### config.mk
export PLATFORM = sky130hd
export DESIGN_NAME = neopixel_receiver_flat
export DESIGN_NICKNAME = d
export VERILOG_FILES = /design/src/rtl/neopixel_pkg.sv /design/src/rtl/neopixel_receiver_if.sv /design/src/rtl/neopixel_pulse_meter.sv /design/src/rtl/neopixel_receiver.sv /design/src/flat_wrapper.sv
export SDC_FILE = /design/constraint.sdc
export NUM_CORES = 1
export LEC_CHECK = 0
export ABC_AREA = 1
export CAP_MARGIN = 40
export CORE_MARGIN = 8
export CORE_UTILIZATION = 27
export DETAILED_ROUTE_END_ITERATION = 16
export GPL_TIMING_DRIVEN = 0
export PLACE_DENSITY = 0.53
export SLEW_MARGIN = 20
export SYNTH_ARGS = -nofsm -noshare
export SYNTH_HDL_FRONTEND = slang
export SYNTH_SLANG_ARGS = --single-unit
### constraint.sdc
create_clock -name i_clk -period 3 [get_ports i_clk]
set_input_delay 0.6 -clock i_clk [delete_from_list [all_inputs] [get_ports i_clk]]
set_output_delay 0.6 -clock i_clk [all_outputs]
set_load 0.05 [all_outputs]
### src/rtl/neopixel_pkg.sv
// Shared NeoPixel (WS2812) definitions used by both the transmitter and
// the receiver: protocol state encoding, nominal bit timing in ns, and a
// helper converting ns to i_clk ticks.
package neopixel_pkg;

  typedef enum logic [1:0] {
    SYNC,  // wait for a full reset gap before trusting the line
    IDLE,  // armed, waiting for the first rising edge of a frame
    HI,    // measuring a high pulse
    LO     // between bits, watching for the next rise or the reset gap
  } np_state_t;

  localparam int unsigned T0H_NS     = 350;
  localparam int unsigned T1H_NS     = 700;
  localparam int unsigned T0L_NS     = 800;
  localparam int unsigned T1L_NS     = 600;
  localparam int unsigned RST_NS     = 50_000;
  localparam int unsigned BIT_THR_NS = 525;
  localparam int unsigned MIN_HI_NS  = 150;
  localparam int unsigned MAX_HI_NS  = 1000;
  localparam int unsigned RST_DET_NS = 20_000;

  // 64-bit intermediate: CLK_HZ * ns overflows 32 bits for the reset gap.
  function automatic int unsigned ns_to_tck(input int unsigned clk_hz,
                                            input int unsigned ns);
    longint unsigned p;
    p = longint'(clk_hz) * longint'(ns);
    return int'(p / 64'd1_000_000_000);
  endfunction

endpackage

### src/rtl/neopixel_receiver_if.sv
// Frame-buffer write port of the NeoPixel receiver.
//   o_wr_en   : one-cycle byte write strobe
//   o_wr_addr : byte address, 0 = first byte of the frame
//   o_wr_data : received byte
// master = receiver (drives), slave = frame buffer (consumes).
interface neopixel_receiver_if #(
  parameter int LEDS = 200
);
  localparam int AW = $clog2(LEDS*3);

  logic          o_wr_en;
  logic [AW-1:0] o_wr_addr;
  logic [7:0]    o_wr_data;

  modport master (output o_wr_en, output o_wr_addr, output o_wr_data);
  modport slave  (input  o_wr_en, input  o_wr_addr, input  o_wr_data);
endinterface

### src/rtl/neopixel_pulse_meter.sv
// Input conditioning for the NeoPixel receiver: 2-FF synchronizer, a
// delayed copy for edge detection, and a saturating level-duration counter.
//   i_clk, i_rst_n : clock, synchronous active-low reset
//   i_din          : asynchronous serial line
//   o_rise/o_fall  : one-cycle edge strobes
//   o_level        : line level, aligned with the strobes
//   o_count        : cycles the line has held o_level, including this one;
//                    on a strobe cycle it still holds the length of the
//                    level that just ended
module neopixel_pulse_meter (
  input  logic        i_clk,
  input  logic        i_rst_n,
  input  logic        i_din,
  output logic        o_rise,
  output logic        o_fall,
  output logic        o_level,
  output logic [15:0] o_count
);

  logic        r_s1, r_s2, r_s3;
  logic        r_rise, r_fall;
  logic [15:0] r_cnt;

  always_ff @(posedge i_clk) begin
    if (!i_rst_n) begin
      r_s1   <= 1'b0;
      r_s2   <= 1'b0;
      r_s3   <= 1'b0;
      r_rise <= 1'b0;
      r_fall <= 1'b0;
      r_cnt  <= 16'd0;
    end else begin
      r_s1   <= i_din;
      r_s2   <= r_s1;
      r_s3   <= r_s2;
      r_rise <= r_s2 & ~r_s3;
      r_fall <= ~r_s2 & r_s3;
      // Restart one cycle after the strobe so the strobe cycle can still
      // report the finished pulse length.
      if (r_rise | r_fall)      r_cnt <= 16'd1;
      else if (r_cnt != 16'hFFFF) r_cnt <= r_cnt + 16'd1;
    end
  end

  assign o_rise  = r_rise;
  assign o_fall  = r_fall;
  assign o_level = r_s3;
  assign o_count = r_cnt;

endmodule

### src/rtl/neopixel_receiver.sv
// NeoPixel (WS2812) NRZ receiver: decodes high-pulse widths into bits,
// packs them MSB-first into bytes and writes byte k of a frame to address k.
//   i_clk, i_rst_n : clock, synchronous active-low reset
//   i_din          : asynchronous serial line
//   wr             : frame-buffer write port (master)
//   o_busy         : frame in progress
//   o_frame_done   : one-cycle pulse at end of frame (reset gap)
//   o_frame_bytes  : bytes written in the last frame
//   o_err          : pulse on glitch, over-long high, or partial final byte
//   o_overflow     : sticky per frame, more bytes than the buffer holds
module neopixel_receiver
  import neopixel_pkg::*;
#(
  parameter int LEDS        = 200,
  parameter int CLK_HZ      = 50_000_000,
  parameter int BIT_THR_NS  = 525,
  parameter int MIN_HI_NS   = 150,
  parameter int MAX_HI_NS   = 1000,
  parameter int RST_DET_NS  = 20_000
) (
  input  logic                          i_clk,
  input  logic                          i_rst_n,
  input  logic                          i_din,
  neopixel_receiver_if.master           wr,
  output logic                          o_busy,
  output logic                          o_frame_done,
  output logic [$clog2(LEDS*3+1)-1:0]   o_frame_bytes,
  output logic                          o_err,
  output logic                          o_overflow
);

  localparam int DEPTH = LEDS*3;
  localparam int AW    = $clog2(DEPTH);
  localparam int FBW   = $clog2(DEPTH+1);

  localparam logic [15:0] BIT_THR_TCK = 16'(ns_to_tck(CLK_HZ, BIT_THR_NS));
  localparam logic [15:0] MIN_HI_TCK  = 16'(ns_to_tck(CLK_HZ, MIN_HI_NS));
  localparam logic [15:0] MAX_HI_TCK  = 16'(ns_to_tck(CLK_HZ, MAX_HI_NS));
  localparam logic [15:0] RST_DET_TCK = 16'(ns_to_tck(CLK_HZ, RST_DET_NS));

  logic        w_rise, w_fall, w_level;
  logic [15:0] w_cnt;

  neopixel_pulse_meter u_meter (
    .i_clk   (i_clk),
    .i_rst_n (i_rst_n),
    .i_din   (i_din),
    .o_rise  (w_rise),
    .o_fall  (w_fall),
    .o_level (w_level),
    .o_count (w_cnt)
  );

  np_state_t      r_state, w_state_nxt;
  logic [2:0]     r_bitcnt, w_bitcnt_nxt;
  logic [7:0]     r_shift, w_shift_nxt;
  logic [FBW-1:0] r_addr, w_addr_nxt;
  logic           r_wr_en, w_wr_en_nxt;
  logic [AW-1:0]  r_wr_addr, w_wr_addr_nxt;
  logic [7:0]     r_wr_data, w_wr_data_nxt;
  logic           r_busy, w_busy_nxt;
  logic           r_done, w_done_nxt;
  logic [FBW-1:0] r_fbytes, w_fbytes_nxt;
  logic           r_err, w_err_nxt;
  logic           r_ovf, w_ovf_nxt;
  logic [7:0]     w_byte;

  assign w_byte = {r_shift[6:0], (w_cnt >= BIT_THR_TCK)};

  always_ff @(posedge i_clk) begin
    if (!i_rst_n) begin
      r_state   <= SYNC;
      r_bitcnt  <= '0;
      r_shift   <= '0;
      r_addr    <= '0;
      r_wr_en   <= 1'b0;
      r_wr_addr <= '0;
      r_wr_data <= '0;
      r_busy    <= 1'b0;
      r_done    <= 1'b0;
      r_fbytes  <= '0;
      r_err     <= 1'b0;
      r_ovf     <= 1'b0;
    end else begin
      r_state   <= w_state_nxt;
      r_bitcnt  <= w_bitcnt_nxt;
      r_shift   <= w_shift_nxt;
      r_addr    <= w_addr_nxt;
      r_wr_en   <= w_wr_en_nxt;
      r_wr_addr <= w_wr_addr_nxt;
      r_wr_data <= w_wr_data_nxt;
      r_busy    <= w_busy_nxt;
      r_done    <= w_done_nxt;
      r_fbytes  <= w_fbytes_nxt;
      r_err     <= w_err_nxt;
      r_ovf     <= w_ovf_nxt;
    end
  end

  always_comb begin
    w_state_nxt   = r_state;
    w_bitcnt_nxt  = r_bitcnt;
    w_shift_nxt   = r_shift;
    w_addr_nxt    = r_addr;
    w_wr_en_nxt   = 1'b0;
    w_wr_addr_nxt = r_wr_addr;
    w_wr_data_nxt = r_wr_data;
    w_busy_nxt    = r_busy;
    w_done_nxt    = 1'b0;
    w_fbytes_nxt  = r_fbytes;
    w_err_nxt     = 1'b0;
    w_ovf_nxt     = r_ovf;
    unique case (r_state)
      SYNC: begin
        // A fall strobe carries the high length, not a low length.
        if (!w_level && !w_fall && w_cnt >= RST_DET_TCK) w_state_nxt = IDLE;
      end
      IDLE: begin
        if (w_rise) begin
          w_state_nxt  = HI;
          w_busy_nxt   = 1'b1;
          w_addr_nxt   = '0;
          w_ovf_nxt    = 1'b0;
          w_bitcnt_nxt = '0;
        end
      end
      HI: begin
        if ((w_fall && (w_cnt < MIN_HI_TCK || w_cnt > MAX_HI_TCK)) ||
            (w_level && w_cnt > MAX_HI_TCK)) begin
          // Abort: bytes already written stay in the buffer.
          w_err_nxt    = 1'b1;
          w_busy_nxt   = 1'b0;
          w_bitcnt_nxt = '0;
          w_state_nxt  = SYNC;
        end else if (w_fall) begin
          w_shift_nxt  = w_byte;
          w_bitcnt_nxt = r_bitcnt + 3'd1;
          w_state_nxt  = LO;
          if (r_bitcnt == 3'd7) begin
            if (r_addr < FBW'(DEPTH)) begin
              w_wr_en_nxt   = 1'b1;
              w_wr_addr_nxt = AW'(r_addr);
              w_wr_data_nxt = w_byte;
              w_addr_nxt    = r_addr + FBW'(1);
            end else begin
              w_ovf_nxt = 1'b1;
            end
          end
        end
      end
      LO: begin
        if (w_rise) begin
          w_state_nxt = HI;
        end else if (w_cnt >= RST_DET_TCK) begin
          w_done_nxt   = 1'b1;
          w_fbytes_nxt = r_addr;
          w_busy_nxt   = 1'b0;
          w_err_nxt    = (r_bitcnt != 3'd0);
          w_bitcnt_nxt = '0;
          w_state_nxt  = IDLE;
        end
      end
      default: w_state_nxt = SYNC;
    endcase
  end

  assign wr.o_wr_en    = r_wr_en;
  assign wr.o_wr_addr  = r_wr_addr;
  assign wr.o_wr_data  = r_wr_data;
  assign o_busy        = r_busy;
  assign o_frame_done  = r_done;
  assign o_frame_bytes = r_fbytes;
  assign o_err         = r_err;
  assign o_overflow    = r_ovf;

endmodule

### src/flat_wrapper.sv
// flat-port wrapper written by rule: the top's interface ports become plain ports
module neopixel_receiver_flat import neopixel_pkg::*;
#(
  parameter int LEDS        = 200,
  parameter int CLK_HZ      = 50_000_000,
  parameter int BIT_THR_NS  = 525,
  parameter int MIN_HI_NS   = 150,
  parameter int MAX_HI_NS   = 1000,
  parameter int RST_DET_NS  = 20_000
)
  (i_clk, i_rst_n, i_din, o_busy, o_frame_done, o_frame_bytes, o_err, o_overflow, wr_o_wr_en, wr_o_wr_addr, wr_o_wr_data);
  neopixel_receiver_if #(.LEDS(LEDS)) wr_i ();
  input  logic i_clk;
  input  logic i_rst_n;
  input  logic i_din;
  output logic o_busy;
  output logic o_frame_done;
  output logic [$clog2(LEDS*3+1)-1:0] o_frame_bytes;
  output logic o_err;
  output logic o_overflow;
  output wire logic [$bits(wr_i.o_wr_en)-1:0] wr_o_wr_en;
  output wire logic [$bits(wr_i.o_wr_addr)-1:0] wr_o_wr_addr;
  output wire logic [$bits(wr_i.o_wr_data)-1:0] wr_o_wr_data;
  assign wr_o_wr_en = wr_i.o_wr_en;
  assign wr_o_wr_addr = wr_i.o_wr_addr;
  assign wr_o_wr_data = wr_i.o_wr_data;
  neopixel_receiver #(.LEDS(LEDS), .CLK_HZ(CLK_HZ), .BIT_THR_NS(BIT_THR_NS), .MIN_HI_NS(MIN_HI_NS), .MAX_HI_NS(MAX_HI_NS), .RST_DET_NS(RST_DET_NS)) u_core (.i_clk(i_clk), .i_rst_n(i_rst_n), .i_din(i_din), .wr(wr_i), .o_busy(o_busy), .o_frame_done(o_frame_done), .o_frame_bytes(o_frame_bytes), .o_err(o_err), .o_overflow(o_overflow));
endmodule
# [Word-level counts from Yosys, hierarchy flattened]
# Cells that the tools add are included.
[word_totals] word_cells=118 input_bits=3 register_bits=76
[classes] n_eq_ne=17 addsub=3 bitwise_logic=12 magnitude_cmp=5 mux=38 reduce_logical=24
[ops] cell="$mux 10" count=5
[ops] cell="$pmux 10 s2" count=1
[ops] cell="$add 16x1->16 const B" count=1
[ops] cell="$ge 16x10->1 const B" count=1
[ops] cell="$ge 16x5->1 const B" count=1
[ops] cell="$gt 16x6->1 const B" count=1
[ops] cell="$lt 16x3->1 const B" count=1
[ops] cell="$mux 1" count=16
[ops] cell="$ne 16x16->1 const B" count=1
[ops] cell="$mux 3" count=5
[ops] cell="$reduce_and 5->1" count=3
[ops] cell="$mux 2" count=6
[ops] cell="$reduce_and 6->1" count=2
[ops] cell="$add 10x1->10 const B" count=1
[ops] cell="$lt 10x10->1 const B" count=1
[ops] cell="$ne 2x1->1 const B" count=5
[ops] cell="$ne 2x2->1 const B" count=5
[ops] cell="$not 1->1" count=9
[ops] cell="$pmux 3 s3" count=1
[ops] cell="$pmux 2 s4" count=1
[ops] cell="$ne 3x2->1 const B" count=2
[ops] cell="$reduce_and 3->1" count=2
[ops] cell="$reduce_bool 3->1" count=2
[ops] cell="$reduce_or 5->1" count=1
[ops] cell="16 further kinds" count=25

# [Depth between registers and ports, before layout]
[depth] ltp_word=6 depth_mapped=13

# [Cells and area by module]
# From an unflattened synthesis, not the netlist that was laid out.
[hier_totals] cells_unflattened=569 area_unflattened_um2=3803.6
[by_module_without_submodules] mod="neopixel_receiver" cells_per_inst=405 n_inst=1 area_per_inst_um2=2711.4
[by_module_without_submodules] mod="neopixel_pulse_meter" cells_per_inst=164 n_inst=1 area_per_inst_um2=1092.3

# [Worst setup path before layout]
# OpenSTA, ideal clock, no wires.
[synth_timing] kind="register to register" startpoint="reg u_core.u_meter.r_cnt[1], in the netlist u_core.u_meter.o_count[1]" endpoint="reg u_core.r_wr_addr[9], in the netlist u_core.wr.o_wr_addr[9]" path_stages_with_launch=12 setup_slack_ns=1.525 path_buffers=1 synth_period_minus_slack_ns=1.475 t_required_ns=2.887 t_arrival_ns=1.362 setup_ns=0.113 cell_sequence="dfxtp_1 -> ha_1 -> nand2_1 -> nand3_1 -> nand2_1 -> inv_1 -> nand2_2 -> nand2_4 -> nand3_4 -> buf_6 -> o21ai_1 -> nor2_1"
[synth_between] elab_chain_cells=6
[synth_lines] element="start: declaration" line="neopixel_pulse_meter.sv:22" source="logic [15:0] r_cnt;"
[synth_lines] element="start signal: assignment" line="neopixel_pulse_meter.sv:41" source="else if (r_cnt != 16'hFFFF) r_cnt <= r_cnt + 16'd1;"
[synth_lines] element="$lt 16x3->1 / $gt 16x6->1 (equally long branches)" line="neopixel_receiver.sv:128, neopixel_receiver.sv:129"
[synth_lines] element="$logic_or 1x1->1" line="neopixel_receiver.sv:128" source="if ((w_fall && (w_cnt < MIN_HI_TCK || w_cnt > MAX_HI_TCK)) ||"
[synth_lines] element="$logic_and 1x1->1" line="neopixel_receiver.sv:128"
[synth_lines] element="$logic_or 1x1->1 *" line="neopixel_receiver.sv:128"
[synth_lines] element="$not 1->1 (no line) *"
[synth_lines] element="$reduce_and 5->1 (no line) *"
[synth_lines] element="end signal: assignment" line="neopixel_receiver.sv:90" source="r_wr_addr <= w_wr_addr_nxt;"
[synth_lines] element="end: declaration" line="neopixel_receiver.sv:59" source="logic [AW-1:0] r_wr_addr, w_wr_addr_nxt;"
# Mark *: on every way between the ends. The rest lies on a longest branch, timed or not.
# A chain may end at the register's enable or synchronous reset.

# [Worst setup path after layout]
[layout_timing] startpoint="reg u_core.r_busy, in the netlist u_core.o_busy" endpoint="out o_busy"
[layout_rtl] element="start: declaration" line="neopixel_receiver.sv:61" source="logic r_busy, w_busy_nxt;"
[layout_rtl] element="start signal: assignment" line="neopixel_receiver.sv:92" source="r_busy <= w_busy_nxt;"
[layout_rtl] element="end: declaration" line="flat_wrapper.sv:16" source="output logic o_busy;"
# No word-level cell between the ends.

==> metrics.yaml <==
worst_setup_path:
  path_cells: "clkdlybuf4s50_1"
  worstPathArrival_ns: 1.53
  startpoint_type: "register"
  critPathCaptureType: "primary output"
  cp_max_fo: 2
  required_ns: 2.40
  cp-startpoint: "u_core.o_busy"
  worst_r2r_endpoint: "u_core.u_meter.o_count[9]"
  reg2reg_slack_ns: 1.19
  critical_path.top_delay_family: "buffers and inverters"
  worstReg2RegStart: "u_core.u_meter.o_count[1]"
  path_buf_inv: 1
  cp_slowest_cell: "clkdlybuf4s50_1"
  critical_path_class: "reg -> out"
  crit_path_max_incr_delay_ns: 0.82
  rr_worst_depth: 10
die:
  coreArea_mm2: 0.0137
  fp.dieH_um: 133
  ioPinCount: 36
  die_w_um: 133
  initial_utilization_pct: 27.2
  row_count: 43
  die_area_mm2: 0.0178
synth:
  syn_inst: 554
  yosysUniqueCellTypes: 34
  synth_top_area_share_pct: 40.9
  synth_async_sr_flop_share_pct: 0
  synth_warnings: 0
  syn_area_per_cell_um2: 6.71
  synth-seq-cells: 76
  synth_seq_area_share_pct: 40.9
  synth_edf_count: 0
  mappedNetlistArea_mm2: 0.00372
  synth_ff_type: "dfxtp_1"
  synth_top_area_cell: "dfxtp_1"
  syn-num-nets: 563
  yosys-top-cells-area: "dfxtp_1 (41%), nand2_1 (12%), inv_1 (9.5%)"
cells_and_area:
  regArea_mm2: 0.00152
  synthToLayoutAreaGrowth_pct: 23.8
  n_fill_cell: 1485
  fin_area_mm2: 0.00460
  diodes: 0
  final_nets: 609
  multi_input_area_mm2: 0.00170
  drive_gt1_share_pct: 8.10
  post-route-util_pct: 33.7
  finalNonFillerCells: 785
timing:
  report.final.slew_viol_count: 0
  slew_headroom_pct: 60.8
  finalWorstPathRequiredPeriod_ns: 2.13
  fin_setup_tns_ns: 0
  clock_skew_ns: 0.00765
  hold_viol: 0
  grt_setup_unrepaired: "false"
  fmax_mhz: 469
  timing.final.crit_share_pct: 71.0
  worst_pin_slew_ns: 0.589
  finalSetupViolCount: 0
  fin_ws_ns: 0.870
placement:
  port_buffers: 35
  place.gp.congestion: 0.844
  preCtsSetupSlack_ns: 0.683
  place_inst: 769
  dp_hpwl_um: 6470
  dpl_cell_area_mm2: 0.00429
clock_tree:
  clock_sinks: 76
  clkLatencyLatePin_ns: 0.34
  cts_tree: "yes"
  cts-buffers-inserted: 9
  clockBufferDepth: 2
  postCtsSetupBuffers: 0
  ctsResizeCount: 0
  clkTransAtPathRegs_ns: 0.06
  cts_htree_levels: 3
  cts_hold_buf: 0
  clockRootBuffer: "clkbuf_16"
power_and_ir_drop:
  powerDensity_mw_per_mm2: 473
  power_frac_seq_pct: 46.9
  swShare_pct: 21.7
  power_frac_clock_pct: 50.9
  intPower_uw: 1700
  pwr-share-comb_pct: 2.2
  switchingPower_uw: 473
  vdd_drop_max_mv: 0.223
  power.static_leakage_uw: 0.00198
worst_hold_path:
  hp-class: "reg -> reg"
  min_path_cells: 1
  hp-start: "u_core.u_meter.r_s2"
  min_to: "u_core.u_meter.o_fall"
detailed_routing:
  drc: 0
  wl_per_cell_um: 11.1
  vias: 3375
  dr.pass1.iters: 6
  wirelength_um: 8700
  ant_nets: 0
  drtIter0Drc: 198
  viasPerCell: 4.30
global_route:
  grtUsageTotal_pct: 10.3
  grt_pass1_vias: 3269
  antenna_found_initial: 0
  grt_max_degree: 15
  grt_pass1_wl_um: 15100
  overflow: 0
flow_run:
  cap_violations: 0
status:
  run_status: "complete, no violations"
final cells by class:
type                    count  area share [%]
plain buffers              20            2.88
multi-input cells         361            36.9
well taps                 180            4.89
repair buffers             35            7.61
clock inverters             6            1.55
clock buffers              10            5.19
inverters                  97            7.91
flip-flops and latches     76            33.1
cells by family (layout without fill, tap and decap cells):
kind of cell               count (synthesis)  after routing  share of synthesized area, %
adders and majority gates                  6              6                          2.02
buffers and inverters                    117            168                          13.4
and+or+nand+nor                          276            276                          31.8
AOI/OAI and AO/OA                         74             74                          10.7
xor gates and xnor gates                   5              5                          1.18
DFF                                       76             76                          40.9
flip-flops by register name, summed over array words and instances, names as in the netlist, 2 cells and up:
signal                  flops
u_core.wr.o_wr_addr        10
u_core.r_shift              7
u_core.r_bitcnt             3
u_core.r_state              2
u_core.wr.o_wr_data         8
u_core.r_addr              10
u_core.o_frame_bytes       10
u_core.u_meter.o_count     16
Yosys cell counts, types with 4 or more instances:
master,number
nand2_1,121
inv_1,94
nand2_2,4
nand3_1,44
clkbuf_1,6
buf_2,6
o21ai_1,17
dfxtp_1,76
a21oi_1,34
buf_6,6
nor2_1,83
xor2_1,4
nor3_1,7
ha_1,6
nand4_1,6
o21ai_0,13
power groups by stage:
stage | Clock (uW) | Sequential [uW] | Combinational [uW]
after floorplan | 0 | 1040 | 33.5
after global placement | 0 | 1040 | 46.9
after detailed placement | 0 | 1040 | 48.1
after CTS | 1150 | 1020 | 48.3
after global routing | 1190 | 1020 | 53.6
final | 1110 | 1020 | 47.4
cells in the final DEF (no fill, tap or decap), drive strengths merged, types with 2 or more instances in the layout:
cell type / Yosys / routed
a31oi: 3 / 3
clkinvlp: 0 / 2
o21ai: 32 / 32
a21oi: 36 / 36
nor2: 85 / 85
inv: 97 / 99
nand3: 47 / 47
clkdlybuf4s50: 0 / 35
nor3b: 2 / 2
ha: 6 / 6
buf: 13 / 13
dfxtp: 76 / 76
or2: 2 / 2
xor2: 4 / 4
nand4: 6 / 6
nor3: 7 / 7
nand2: 126 / 126
clkbuf: 7 / 17
how the worst max path moves through the flow:
stage                                            to  cells past startpoint
final                                        o_busy                      1
after global routing                         o_busy                      1
after CTS                                    o_busy                      1
after detailed placement  u_core.u_meter.o_count[7]                      5
after global placement    u_core.u_meter.o_count[7]                      5
after floorplan              u_core.wr.o_wr_addr[9]                     11
through the flow:
| step | hold slack, ns | power (uW) |
|---|---|---|
| floorplan | 0.390 | 1070 |
| global route | 0.433 | 2270 |
| finish | 0.417 | 2180 |
| global placement | 0.405 | 1090 |
| detailed placement | 0.414 | 1090 |
| CTS | 0.429 | 2220 |
metal layers:
layer	global-route usage, %	vias up	share of wire, %
met1	11.9	1498	48
met3	3.88	6	5.2
met4	4.37	0	1.0
met2	16.6	54	46
met5	0	-	0
li1	-	1817	-
(Power assumes the default switching activity.)
==> RTL change: new RTL, config.mk and constraints unchanged <==
Remove the register `r_err`: a continuous assignment takes its place, so the output `o_err` follows one clock earlier.
--- a/src/rtl/neopixel_receiver.sv
+++ b/src/rtl/neopixel_receiver.sv
@@ -79,7 +79,6 @@
       r_busy    <= 1'b0;
       r_done    <= 1'b0;
       r_fbytes  <= '0;
-      r_err     <= 1'b0;
       r_ovf     <= 1'b0;
     end else begin
       r_state   <= w_state_nxt;
@@ -92,10 +91,11 @@
       r_busy    <= w_busy_nxt;
       r_done    <= w_done_nxt;
       r_fbytes  <= w_fbytes_nxt;
-      r_err     <= w_err_nxt;
       r_ovf     <= w_ovf_nxt;
     end
   end
+
+  assign r_err = w_err_nxt;
 
   always_comb begin
     w_state_nxt   = r_state;
Function: no difference found for any inputs over 10 cycles, from zero or initial values and one cycle with i_rst_n low; that may be too few to reach the edited logic, so the function may still have changed.
==> RTL change against the unedited design <==
Worst setup slack worse by 0.62 ns. Die area is 1.6% lower. Synthesized area is 1.9% lower. Final area is 2.0% lower. Sequential cell count is 1 lower. Wire length is 3.4% higher. Largest cell class unchanged.
Power is not compared: it rests on default switching activity, and its combinational part moved more than twofold at a synthesized area within 25%.
==> RTL change: results <==
group,metric,value,unit
status,status,"finished clean",
final_layout,fillers,1460,
drt,vias,3447,
final_layout,diodes,0,
timing,relSlewSlack,0.581,
drt,first_pass_iters,5,
pwr,p_leak,0.00207,uW
global_routing,grt_max_degree,14,
drt,dr.first_iter.drc_count,203,
critical_path,slowest_delay,0.35,ns
final_layout,largest_reg_flops,16,
timing,clock_skew,0.00613,ns
global_routing,antenna_found_initial,0,
clock_tree,ctsResizeCount,2,
critical_path,cp_max_fo,10,
critical_path,cpMaxStageDelayCell,"dfxtp_1",
synthesis,synth_area_leaders,"dfxtp_1, nand2_1, nor2_1",
critical_path,cp_data_arrival_time,2.15,ns
placed_design,dpl_cell_area,0.00422,mm2
synthesis,ys_types,29,
min_path,hold_path_class,"flip-flop to flip-flop",
synthesis,synth_commonest_cells,"nand2_1, nor2_1, dfxtp_1, inv_1, nand3_1",
placed_design,place.gp.congestion,0.868,
final_layout,drive_gt1_frac,0.0590,
drt,wl_per_cell,11.4,um
global_routing,grt_usage,0.106,
placed_design,place_hpwl,6630,um
synthesis,synth_nets,568,
global_routing,grt_pass1_vias,3217,
synthesis,synth_seq_area_share,0.412,
placed_design,numPortBuffers,35,
final_layout,nets,614,
global_routing,grt_first_pass_wirelength,15400,um
RTL change: cell types whose count changed in the layout (fill, tap and decap cells not counted), sizes merged, moves of 3 or more:
cell,delta
a21oi,-7
nand3,-14
nand2,+19
buf,-6
clkbuf,+3
inv,-22
nor3,-5
o21ai,-9
nor2,+42
RTL change: routing by layer:
| layer | vias up | routed length [um] | global-route usage |
|---|---|---|---|
| met1 | 1530 | 4420 | 0.138 |
| met2 | 74 | 3870 | 0.160 |
| met5 | - | 0 | 0 |
| met4 | 0 | 236 | 0.0599 |
| met3 | 16 | 463 | 0.0225 |
| li1 | 1827 | - | - |
RTL change: worst max-delay path, delay by kind of cell, from the launching register on:
| family | cells | cell delay, ns |
|---|---|---|
| buffers and inverters | 2 | 0.55 |
| DFF | 1 | 0.35 |
| and+or+nand+nor | 6 | 0.55 |
| adders and majority gates | 1 | 0.23 |
| AOI/OAI and AO/OA | 1 | 0.13 |
RTL change: area by class of cell:
type / count / share of cell area
Clock buffer: 11 / 0.0516
Buffer: 15 / 0.0191
Inverter: 77 / 0.0641
Tap cell: 176 / 0.0488
Sequential cell: 75 / 0.333
Timing Repair Buffer: 35 / 0.0766
Multi-Input combinational cell: 392 / 0.393
Clock inverter: 5 / 0.0139
RTL change: where the power goes:
part | leakage [uW] | total [uW] | switching, uW | internal [uW]
registers | 0.000606 | 1070 | 36.9 | 1030
logic | 0.00133 | 422 | 297 | 124
clock network | 0.000136 | 1090 | 436 | 649
total | 0.00207 | 2580 | 770 | 1810
RTL change: cell families (layout without fill, tap and decap cells):
| logic type | count (synthesis) | in the layout | synth area share |
|---|---|---|---|
| xor+xnor | 6 | 6 | 0.0144 |
| flops | 75 | 75 | 0.412 |
| fa+ha+maj | 6 | 6 | 0.0206 |
| simple gates | 319 | 319 | 0.356 |
| buf+inv | 92 | 143 | 0.103 |
| compound gates | 61 | 61 | 0.0943 |
RTL change: path summary, 6_finish.rpt:
check,end,startpoint,slack [ns],depth (start not counted)
setup / recovery,o_err,u_core.u_meter.o_count[0],0.25,10
hold / removal,u_core.u_meter.o_fall,u_core.u_meter.r_s2,0.41,1
setup reg to reg,u_core.u_meter.o_count[0],u_core.u_meter.o_count[0],1.10,10
hold reg to reg,u_core.u_meter.o_fall,u_core.u_meter.r_s2,0.41,1
RTL change: stage by stage:
stage / cells / hold WS (ns) / util / total power, uW / worst slack (ns)
global route: 786 / 0.444 / 0.341 / 2720 / 0.0807
floorplan: 559 / 0.390 / - / 1400 / 0.373
detailed placement: 770 / 0.405 / 0.319 / 1510 / 0.0652
finish: 786 / 0.414 / 0.341 / 2580 / 0.252
CTS: 786 / 0.413 / 0.341 / 2610 / 0.00568
global placement: 770 / 0.399 / 0.319 / 1500 / 0.0767
